==> src/rtl/vram_arbiter.sv <==
// Video RAM arbiter: shares one single-port RAM between a scanout engine
// that fetches fixed-length read bursts and a CPU doing single-word
// reads/writes. Simultaneous requests alternate through a last-grant flag,
// so a waiting CPU never sits behind more than one burst.
module vram_arbiter #(
  parameter int ADDR_W = 16,
  parameter int DATA_W = 16,
  parameter int BURST  = 8
) (
  input  logic                CLK,
  input  logic                RST_N,
  input  logic                vid_req,
  input  logic [ADDR_W-1:0]   vid_addr,
  output logic                vid_ack,
  output logic [DATA_W-1:0]   vid_rdata,
  output logic                vid_rvalid,
  input  logic                cpu_req,
  input  logic                cpu_we,
  input  logic [ADDR_W-1:0]   cpu_addr,
  input  logic [DATA_W-1:0]   cpu_wdata,
  input  logic [DATA_W/8-1:0] cpu_be,
  output logic                cpu_ack,
  output logic [DATA_W-1:0]   cpu_rdata,
  output logic                mem_en,
  output logic                mem_we,
  output logic [ADDR_W-1:0]   mem_addr,
  output logic [DATA_W-1:0]   mem_wdata,
  output logic [DATA_W/8-1:0] mem_be,
  input  logic [DATA_W-1:0]   mem_rdata
);

  localparam int BE_W  = DATA_W / 8;
  localparam int CNT_W = (BURST > 1) ? $clog2(BURST) : 1;

  typedef enum logic [1:0] {IDLE, VID, CPU, CPU_WAIT} state_t;

  state_t              state;
  logic                last_vid;
  logic [CNT_W-1:0]    cnt;
  logic                cpu_rd;
  logic [DATA_W-1:0]   cpu_rdata_q;
  logic                grant_vid;
  logic                grant_cpu;

  // Arbitration in IDLE: on a tie the requester that did not win last time goes.
  always_comb begin
    grant_vid = 1'b0;
    grant_cpu = 1'b0;
    if (state == IDLE) begin
      if (vid_req && cpu_req) begin
        grant_cpu = last_vid;
        grant_vid = !last_vid;
      end else begin
        grant_vid = vid_req;
        grant_cpu = cpu_req;
      end
    end
  end

  // RAM read data is only forwarded while the matching qualifier is high; a
  // CPU write leaves the last read value on cpu_rdata.
  assign vid_rdata = vid_rvalid ? mem_rdata : '0;
  assign cpu_rdata = (cpu_ack && cpu_rd) ? mem_rdata : cpu_rdata_q;

  // Main FSM with registered RAM command and handshake outputs.
  always_ff @(posedge CLK or negedge RST_N) begin
    if (!RST_N) begin
      state       <= IDLE;
      last_vid    <= 1'b0;
      cnt         <= '0;
      cpu_rd      <= 1'b0;
      cpu_rdata_q <= '0;
      vid_ack     <= 1'b0;
      vid_rvalid  <= 1'b0;
      cpu_ack     <= 1'b0;
      mem_en      <= 1'b0;
      mem_we      <= 1'b0;
      mem_addr    <= '0;
      mem_wdata   <= '0;
      mem_be      <= '0;
    end else begin
      vid_ack    <= 1'b0;
      cpu_ack    <= 1'b0;
      vid_rvalid <= (state == VID);
      unique case (state)
        IDLE: begin
          if (grant_vid) begin
            vid_ack  <= 1'b1;
            last_vid <= 1'b1;
            cnt      <= '0;
            mem_en   <= 1'b1;
            mem_we   <= 1'b0;
            mem_be   <= '0;
            mem_addr <= vid_addr;
            state    <= VID;
          end else if (grant_cpu) begin
            last_vid  <= 1'b0;
            cpu_rd    <= !cpu_we;
            mem_en    <= 1'b1;
            mem_we    <= cpu_we;
            mem_addr  <= cpu_addr;
            mem_wdata <= cpu_wdata;
            mem_be    <= cpu_we ? cpu_be : BE_W'(0);
            state     <= CPU;
          end
        end
        VID: begin
          if (cnt == CNT_W'(BURST - 1)) begin
            mem_en <= 1'b0;
            state  <= IDLE;
          end else begin
            cnt      <= cnt + CNT_W'(1);
            mem_addr <= mem_addr + ADDR_W'(1);
          end
        end
        CPU: begin
          mem_en  <= 1'b0;
          mem_we  <= 1'b0;
          mem_be  <= '0;
          cpu_ack <= 1'b1;
          state   <= CPU_WAIT;
        end
        CPU_WAIT: begin
          if (cpu_rd) begin
            cpu_rdata_q <= mem_rdata;
          end
          state <= IDLE;
        end
        default: state <= IDLE;
      endcase
    end
  end

endmodule

==> config.mk <==
export PLATFORM = sky130hd
export DESIGN_NAME = vram_arbiter
export DESIGN_NICKNAME = d
export VERILOG_FILES = /design/src/rtl/vram_arbiter.sv
export SDC_FILE = /design/constraint.sdc
export NUM_CORES = 1
export LEC_CHECK = 0
export CORE_MARGIN = 4
export CORE_UTILIZATION = 35
export DETAILED_ROUTE_END_ITERATION = 7
export GPL_ROUTABILITY_DRIVEN = 0
export PLACE_DENSITY = 0.77
export SYNTH_ARGS = -nofsm -noshare
export SYNTH_HDL_FRONTEND = slang
export SYNTH_SLANG_ARGS = --single-unit
==> constraint.sdc <==
create_clock -name CLK -period 3.9 [get_ports CLK]
set_input_delay 0.975 -clock CLK [delete_from_list [all_inputs] [get_ports CLK]]
set_output_delay 0.975 -clock CLK [all_outputs]
set_load 0.01 [all_outputs]
==> reports/results.tsv, run 1 <==
metric	value	unit
r2r-start	state[1]	
status	complete, no violations	
slew_violations	0	
crit_top_cell	clkdlybuf4s50_1	
num_rows	35	
setup_violations	0	
cts_buffer_depth	2	
wirelength	8680	um
die_area	11200	um^2
end_kind	output pin	
worst-endpoint-arrival	2.18	ns
syn-num-nets	389	
synth_common_cells	62 x dfrtp_1, 57 x mux2_2, 40 x nand2_1, 22 x a21oi_1, 17 x and2_1	
skew	0.00963	ns
synth.most_common_cell	dfrtp_1	
cts.sinks	62	
relSlewSlack	40.6	%
nets	532	
area_growth	52.5	%
gr-total-overflow	0	
cpPeakStageDelay	0.47	ns
total_power	4.00	mW
postCtsHoldBufs	0	
layout.cells.non_filler	586	
fmaxAchievable	317	MHz
multiInputGateArea	1680	um^2
hp-class	flip-flop to flip-flop	
postSynthAreaPerCell	10.8	um^2
synth_seq_cells	62	
grt_max_degree	49	
synthDistinctLibCells	41	
path_class	input pin to output pin	
first_global_vias	2982	
h-tree-depth	3	
wl_met1	3740	um
period_minus_slack	3.15	ns
n_fill_cell	837	
die-width	106	um
reg2reg_depth	8	
slowest_stage	clkdlybuf4s50_1	
maxCapViolations	0	
dr.max_layer_used	met4	
coreArea	9240	um^2
synth_cells	309	
wl_met2	4390	um
clk_pin_slew_worst_paths	0.07	ns
worstPathCellList	clkdlybuf4s50_1 -> mux2_2 -> clkdlybuf4s50_1	
start_util	36.1	%
wire_per_inst	14.8	um
cts.repair.resized	0	
drt_iter0_markers	112	
grt_pass1_wl	14600	um
placed_cells	570	
finalCritPeriodShare	80.8	%
ctsRootBufferMaster	clkbuf_8	
synth_warnings	0	
synth_top_area_share	46.5	%
yosysSeqAreaShare	46.5	%
hpwl	6520	um
synth.largest_area_cell	dfrtp_1	
min_path_cells	1	
final-seq-area	1550	um^2
p_per_area	786	nW/um^2
post-cts-setup-buffer-count	0	
tightestPinTransition	0.890	ns
clkLatencyLatePin	0.33	ns
grt_usage	15.8	%
antenna_cells	0	
vdd.ir_drop.worst	0.256	mV
cts_tree	done	
crit_required	2.92	ns
p_leak	2.10	nW
whs_endpoint	cpu_rdata_q[1]	
synth-edff-count	0	
antenna_found_initial	0	
final.setup.tns	0	ns
r2r_end	mem_addr[1]	
dr_wl_met3	452	um
ys.flop_type	dfrtp_1	
via_per_inst	4.95	
die_h	106	um
hold_start	cpu_rdata_q[1]	
drc	0	
final_hold_viol_count	0	
drive_above_1_share	18.2	%
reg2reg_slack	1.48	ns
startpoint_type	input pin	
synth_area_leaders	dfrtp_1 47%, mux2_2 19%, nand2_1 4.5%	
async_flop_share	100	%
crit_fanout	3	
utilization	55.0	%
io_buffers	141	
via_count	2902	
numCtsBuffers	9	
ant_nets	0	
syn_area	3330	um^2
firstDrtPassIters	4	
rsz0062_at_grt	no	
ios	142	
[logic make-up (layout without fill, tap and decap cells)]
family / count (synthesis) / count (layout) / synth area share, %
compound gates: 64 / 64 / 12.5
fa+ha+maj: 9 / 9 / 3.38
buf+inv: 21 / 169 / 3.11
flops: 62 / 62 / 46.5
mux: 61 / 61 / 20.6
simple gates: 92 / 92 / 13.9
[power breakdown]
group | switching, mW | internal [mW]
logic | 0.937 | 1.23
clock network | 0.261 | 0.362
registers | 0.246 | 0.960
total | 1.44 | 2.55
[how the worst max path moves through the flow]
stage	to	cells past startpoint	start	slack, ns
final	cpu_rdata[9]	3	mem_rdata[9]	0.75
after global placement	cpu_rdata[9]	3	mem_rdata[9]	0.76
after floorplan	cpu_rdata[10]	3	cpu_ack	1.58
after CTS	cpu_rdata[1]	3	cpu_rd	0.70
after detailed placement	cpu_rdata[9]	3	mem_rdata[9]	0.75
after global routing	cpu_rdata[1]	3	cpu_rd	0.66
[stage by stage]
| stage | hold slack (ns) | instance area, um^2 | setup WS (ns) |
|---|---|---|---|
| after floorplan | 0.474 | 3330 | 1.58 |
| after global placement | 0.476 | 4860 | 0.765 |
| after detailed placement | 0.488 | 4860 | 0.746 |
| after CTS | 0.508 | 5090 | 0.696 |
| after global routing | 0.525 | 5090 | 0.660 |
| final | 0.502 | 5090 | 0.747 |
[registers in the layout, summed over array words and instances, names as in the netlist]
name / flops
cnt: 3
cpu_ack: 1
cpu_rd: 1
cpu_rdata_q: 16
last_vid: 1
mem_addr: 16
mem_be: 2
mem_en: 1
mem_wdata: 16
mem_we: 1
state: 2
vid_ack: 1
vid_rvalid: 1
[layout by cell type (no fill, tap or decap), types with 5 or more instances in the layout]
master	count
a21oi_1	22
mux2_2	57
buf_4	5
nand4_1	6
nand2_1	40
clkbuf_8	9
a22o_1	8
o21ai_0	11
nand3_1	7
inv_1	6
and2_1	17
dfrtp_1	62
o22ai_1	7
clkdlybuf4s50_1	140
ha_1	9
[area by class of cell]
| class | instances | share of cell area (%) |
|---|---|---|
| multi-input combinational | 226 | 33.0 |
| sequential | 62 | 30.5 |
| timing repair buffer | 146 | 28.4 |
| tap | 129 | 3.17 |
| clock buffer | 9 | 2.44 |
| clock inverter | 7 | 1.94 |
| inverter | 7 | 0.541 |
[worst max-delay path: cells and delay by family]
kind,cells,cell delay (ns)
buf+inv,2,0.92
mux,1,0.28
[per-layer routing]
metal | vias to the layer above | GRT usage, %
li1 | 1407 | -
met3 | 11 | 3.12
met1 | 1390 | 19.6
met5 | - | 0
met4 | 0 | 4.72
met2 | 94 | 27.8
No activity file was read; power rests on OpenSTA's default activity.
==> run 2: changes to the inputs <==
==> constraint.sdc (replaced) <==
create_clock -name CLK -period 3 [get_ports CLK]
set_input_delay 0.75 -clock CLK [delete_from_list [all_inputs] [get_ports CLK]]
set_output_delay 0.75 -clock CLK [all_outputs]
set_load 0.01 [all_outputs]
==> run 2 against run 1 <==
  * Non-clock buffer count rose by 5
  * Final cell count is 0.85% higher
  * Power up 31%
  * Utilization grew 0.38 points
  * First-iteration DRC count rose by 44%
  * Die area did not move
  * Clock skew rose by 0.0015 ns
  * Sequential share of layout area down 0.21 points
  * Via count rose by 0.48%
  * Setup slack lost 0.45 ns
  * Sequential power is 30% higher
  * Critical endpoint is now cpu_rdata[2]
  * Largest power group unchanged
==> reports/results.tsv, run 2 (synthesized netlist as in run 1, its figures left out) <==
metric	value	unit	change
status	complete, no violations		unchanged
skew	0.0112	ns	was 0.00963 ns
tightestPinTransition	0.797	ns	was 0.890 ns
gr-total-overflow	0		unchanged
num_rows	35		unchanged
coreArea	9240	um^2	unchanged
ant_nets	0		unchanged
grt_max_degree	63		was 49
p_sw_share	35.5	%	was 36.1%
layout.cells.non_filler	591		was 586
reg2reg_depth	7		was 8
finalCritPeriodShare	89.9	%	
cts.repair.resized	0		unchanged
die_h	106	um	unchanged
min_path_cells	1		unchanged
r2r_end	mem_addr[1]		unchanged
slowest_stage	clkdlybuf4s50_1		unchanged
clkLatencyLatePin	0.33	ns	about the same
vdd.ir_drop.worst	0.478	mV	was 0.256 mV
startpoint_type	input pin		unchanged
drc	0		unchanged
wire_per_inst	14.4	um	was 14.8 um
crit_top_cell	clkdlybuf4s50_1		unchanged
cts_buffer_depth	2		unchanged
p_per_area	1020	nW/um^2	was 786 nW/um^2
area_growth	53.6	%	was 52.5%
crit_required	2.25	ns	was 2.92 ns
largest_registers	cpu_rdata_q: 16 flops, mem_addr: 16 flops, mem_wdata: 16 flops		unchanged
grt_pass1_wl	14300	um	was 14600 um
n_fill_cell	844		was 837
cp.buffers_inverters	2		unchanged
via_per_inst	4.93		was 4.95
numCtsBuffers	9		unchanged
die-width	106	um	unchanged
postCtsHoldBufs	0		unchanged
layout_commonest_cell	clkdlybuf4s50_1		unchanged
cts.sinks	62		unchanged
ctsRootBufferMaster	clkbuf_8		unchanged
cp_top_family	buffers and inverters		unchanged
firstDrtPassIters	4		unchanged
antenna_found_initial	0		unchanged
p_leak	2.12	nW	was 2.10 nW
post-cts-setup-buffer-count	0		unchanged
path_class	input pin to output pin		unchanged
drive_above_1_share	18.8	%	was 18.2%
end_kind	output pin		unchanged
relSlewSlack	46.9	%	was 40.6%
worst-endpoint-arrival	1.95	ns	was 2.18 ns
first_global_vias	2926		was 2982
via_count	2916		was 2902
cts_tree	done		unchanged
slew_violations	0		unchanged
grt_usage	15.6	%	was 15.8%
rsz0062_at_grt	no		unchanged
placed_cells	575		was 570
nets	537		was 532
crit_fanout	3		unchanged
cpPeakStageDelay	0.48	ns	was 0.47 ns
hold_start	mem_we		was cpu_rdata_q[1]
pwr-share-comb	54.9	%	was 54.2%
setup_violations	0		unchanged
clk_pin_slew_worst_paths	0.06	ns	was 0.07 ns
clock_power_share	15.1	%	was 15.6%
hpwl	6460	um	was 6520 um
final_cell_mix	140 x clkdlybuf4s50_1, 62 x dfrtp_1, 57 x mux2_2, 40 x nand2_1, 22 x a21oi_1		unchanged
final_hold_viol_count	0		unchanged
period_minus_slack	2.70	ns	
fmaxAchievable	371	MHz	
whs_endpoint	mem_we		was cpu_rdata_q[1]
final.setup.tns	0	ns	unchanged
die_area	11200	um^2	unchanged
maxCapViolations	0		unchanged
switchingPower	1.86	mW	was 1.44 mW
total_power	5.24	mW	was 4.00 mW
worstPathCellList	clkdlybuf4s50_1 -> mux2_2 -> clkdlybuf4s50_1		unchanged
internal_power	3.38	mW	was 2.55 mW
wirelength	8530	um	was 8680 um
hp-class	flip-flop to flip-flop		unchanged
antenna_cells	0		unchanged
r2r-start	state[1]		unchanged
ios	142		unchanged
stdcell_area	5120	um^2	was 5090 um^2
h-tree-depth	3		unchanged
place_area	4900	um^2	was 4860 um^2
pwr-share-seq	30.1	%	was 30.2%
start_util	36.1	%	unchanged
io_buffers	141		unchanged
drt_iter0_markers	161		was 112
reg2reg_slack	0.82	ns	was 1.48 ns
==> run 2: cell count changes in the layout (fill, tap and decap cells not counted) <==
cell and delta:
buf_4 +5, clkinv_4 -3, clkinv_2 -1, clkbuf_1 +1, clkbuf_8 +4, bufinv_16 -1
==> run 2: power by group through the flow <==
stage | clock, mW | combinational [mW] | sequential (mW)
floorplan | 0 | 1.52 | 1.62
global placement | 0 | 2.86 | 1.57
detailed placement | 0 | 2.90 | 1.59
CTS | 0.819 | 2.91 | 1.57
global route | 0.855 | 3.14 | 1.64
finish | 0.790 | 2.87 | 1.57
==> run 2: final cells by class <==
| type | instances | area (um^2) | share of cell area [%] |
|---|---|---|---|
| inverter | 7 | 27.5 | 0.538 |
| multi-input combinational | 226 | 1680 | 32.8 |
| timing repair buffer | 151 | 1480 | 28.9 |
| sequential | 62 | 1550 | 30.3 |
| tap | 129 | 161 | 3.15 |
| clock buffer | 14 | 183 | 3.57 |
| clock inverter | 2 | 37.5 | 0.733 |
==> run 2: how the worst max path moves through the flow <==
stage / start / end / slack, ns / cells past startpoint
finish: mem_rdata[2] / cpu_rdata[2] / 0.30 / 3
global route: mem_rdata[2] / cpu_rdata[2] / 0.25 / 3
CTS: mem_rdata[2] / cpu_rdata[2] / 0.29 / 3
detailed placement: mem_rdata[2] / cpu_rdata[2] / 0.30 / 3
global placement: mem_rdata[9] / cpu_rdata[9] / 0.31 / 3
floorplan: cpu_ack / cpu_rdata[10] / 0.90 / 3
==> run 2: per-stage QoR <==
step                      hold WS (ns)  utilization, %  setup WS (ns)
after floorplan                  0.454               -          0.902
after global placement           0.477            53.0          0.312
after detailed placement         0.482            53.0          0.300
after CTS                        0.497            55.4          0.292
after global routing             0.513            55.4          0.250
final                            0.487            55.4          0.302
==> run 2: per-layer routing <==
layer | track usage, % | vias to the layer above | share of wire, %
met5 | 0 | - | 0
met4 | 5.00 | 0 | 1.1
met3 | 3.18 | 11 | 6.2
met2 | 26.6 | 90 | 49
met1 | 19.9 | 1399 | 44
li1 | - | 1416 | -
==> run 2: worst register-to-register path: cells and delay by family (launching register included) <==
family	cells	cell delay (ns)
flip-flops	1	0.43
adder cells (fa/ha/maj)	1	0.56
AO/OA/AOI/OAI	1	0.18
AND/OR/NAND/NOR	2	0.25
multiplexers	1	0.34
buffers and inverters	2	0.30
==> run 3: changes to the inputs <==
--- a/config.mk
+++ b/config.mk
@@ -5,6 +5,7 @@
 export SDC_FILE = /design/constraint.sdc
 export NUM_CORES = 1
 export LEC_CHECK = 0
+export CORE_ASPECT_RATIO = 1.2
 export CORE_MARGIN = 4
 export CORE_UTILIZATION = 35
 export DETAILED_ROUTE_END_ITERATION = 7
==> run 3 against run 2 <==
  * Sequential share of layout area is 0.41 points higher
  * Maximum frequency is 0.69% lower
  * Clock skew is 0.0013 ns lower
  * Register-to-register slack worse by 0.06 ns
  * Via count is 1.4% higher
  * Die area hardly changed
  * Clock power is 17% lower
  * Sequential power hardly changed
  * Setup slack worse by 0.019 ns
  * Count of clock-buffer cells in the layout is 5 lower
  * First-iteration DRC count is 34% lower
  * Combinational power hardly changed
  * Critical path type unchanged
  * Largest cell class unchanged
  * Largest power group unchanged
==> reports/results.tsv, run 3 (synthesized netlist as in run 1, its figures left out) <==
metric	value	unit	change
status	complete, no violations		unchanged
coreArea	9180	um^2	was 9240 um^2
io_buffers	141		unchanged
maxCapViolations	0		unchanged
antenna_found_initial	0		unchanged
grt_pass1_wl	14800	um	was 14300 um
slowest_stage	clkdlybuf4s50_1		unchanged
wire_per_inst	15.4	um	was 14.4 um
p_per_area	1010	nW/um^2	was 1020 nW/um^2
final.setup.tns	0	ns	unchanged
vdd.ir_drop.worst	0.403	mV	was 0.478 mV
preCtsSetupSlack	0.280	ns	was 0.300 ns
startpoint_type	input pin		unchanged
cp_top_family	buffers and inverters		unchanged
n_fill_cell	784		was 844
p_leak	2.09	nW	was 2.12 nW
final_hold_viol_count	0		unchanged
ant_nets	0		unchanged
utilization	55.1	%	was 55.4%
h-tree-depth	3		unchanged
clk_pin_slew_worst_paths	0.07	ns	was 0.06 ns
ios	142		unchanged
period_minus_slack	2.72	ns	was 2.70 ns
num_rows	38		was 35
cts_tree	done		unchanged
multiInputGateArea	1680	um^2	unchanged
cts.sinks	62		unchanged
worstPathCellList	clkdlybuf4s50_1 -> mux2_2 -> clkdlybuf4s50_1		unchanged
ctsRootBufferMaster	clkbuf_8		unchanged
area_growth	51.6	%	was 53.6%
end_kind	output pin		unchanged
hold_ws	0.449	ns	was 0.487 ns
total_power	5.09	mW	was 5.24 mW
largest_registers	cpu_rdata_q: 16 flops, mem_addr: 16 flops, mem_wdata: 16 flops		unchanged
cts.repair.resized	0		unchanged
setup_violations	0		unchanged
via_per_inst	5.11		was 4.93
start_util	36.3	%	was 36.1%
rsz0062_at_grt	no		unchanged
numCtsBuffers	9		unchanged
cpPeakStageDelay	0.48	ns	about the same
drc	0		unchanged
wirelength	8940	um	was 8530 um
fmaxAchievable	368	MHz	was 371 MHz
final_cell_mix	140 x clkdlybuf4s50_1, 62 x dfrtp_1, 57 x mux2_2, 40 x nand2_1, 22 x a21oi_1		unchanged
cp.buffers_inverters	2		unchanged
crit_top_cell	clkdlybuf4s50_1		unchanged
hpwl	6740	um	was 6460 um
cts_buffer_depth	2		unchanged
finalCritPeriodShare	90.6	%	was 89.9%
hp-class	input pin to async pin		was flip-flop to flip-flop
crit_fanout	3		unchanged
stdcell_area	5050	um^2	was 5120 um^2
firstDrtPassIters	4		unchanged
skew	0.00990	ns	was 0.0112 ns
die_area	11200	um^2	about the same
placed_cells	563		was 575
first_global_vias	3057		was 2926
drive_above_1_share	18.5	%	was 18.8%
gr-total-overflow	0		unchanged
path_class	input pin to output pin		unchanged
via_count	2956		was 2916
crit_required	2.25	ns	about the same
tightestPinTransition	0.716	ns	was 0.797 ns
clkLatencyLatePin	0.35	ns	was 0.33 ns
grt_usage	16.5	%	was 15.6%
die_h	115	um	was 106 um
nets	534		was 537
drt_iter0_markers	107		was 161
slew_violations	0		unchanged
layout.cells.non_filler	579		was 591
final-seq-area	1550	um^2	unchanged
setup_slack	0.283	ns	was 0.302 ns
place_area	4880	um^2	was 4900 um^2
antenna_cells	0		unchanged
die-width	97.1	um	was 106 um
grt_max_degree	34		was 63
relSlewSlack	52.3	%	was 46.9%
worst-endpoint-arrival	1.97	ns	was 1.95 ns
post-cts-setup-buffer-count	0		unchanged
layout_commonest_cell	clkdlybuf4s50_1		unchanged
postCtsHoldBufs	0		unchanged
==> run 3: worst paths after layout <==
path | slack (ns) | endpoint | cells past startpoint | from
worst max-delay path | 0.28 | cpu_rdata[9] | 3 | mem_rdata[9]
worst min-delay path | 0.45 | mem_wdata[5] | 1 | RST_N
worst max register to register | 0.76 | mem_addr[8] | 8 | state[1]
worst min register to register | 0.49 | mem_we | 1 | mem_we
max in group asynchronous | 1.92 | mem_addr[15] | 2 | RST_N
min in group CLK | 0.49 | mem_we | 1 | mem_we
==> run 3: report_power, final <==
group	switching, mW	total (mW)	internal (mW)
Clock	0.355	0.655	0.300
Sequential	0.336	1.58	1.25
Combinational	1.24	2.85	1.62
Total	1.93	5.09	3.16
==> run 3: area by class of cell <==
cell class / count / share of cell area (%)
multi-input combinational: 226 / 33.2
sequential: 62 / 30.7
timing repair buffer: 148 / 29.1
tap: 120 / 2.97
clock buffer: 9 / 2.45
clock inverter: 7 / 0.990
inverter: 7 / 0.545
==> run 3: worst register-to-register path: cells and delay by family, from the launching register on <==
kind                     cells  cell delay [ns]
adder cells (fa/ha/maj)      1             0.48
AND/OR/NAND/NOR              3             0.46
AO/OA/AOI/OAI                2             0.37
flip-flops                   1             0.44
buffers and inverters        2             0.38
==> run 3: routing by layer <==
metal / share of wire [%] / global-route usage, % / routed length [um] / vias to the layer above
met1: 42 / 19.6 / 3780 / 1390
met5: 0 / 0 / 0 / -
li1: - / - / - / 1411
met3: 8.5 / 4.55 / 761 / 14
met4: 2.0 / 7.87 / 179 / 0
met2: 47 / 28.0 / 4220 / 141
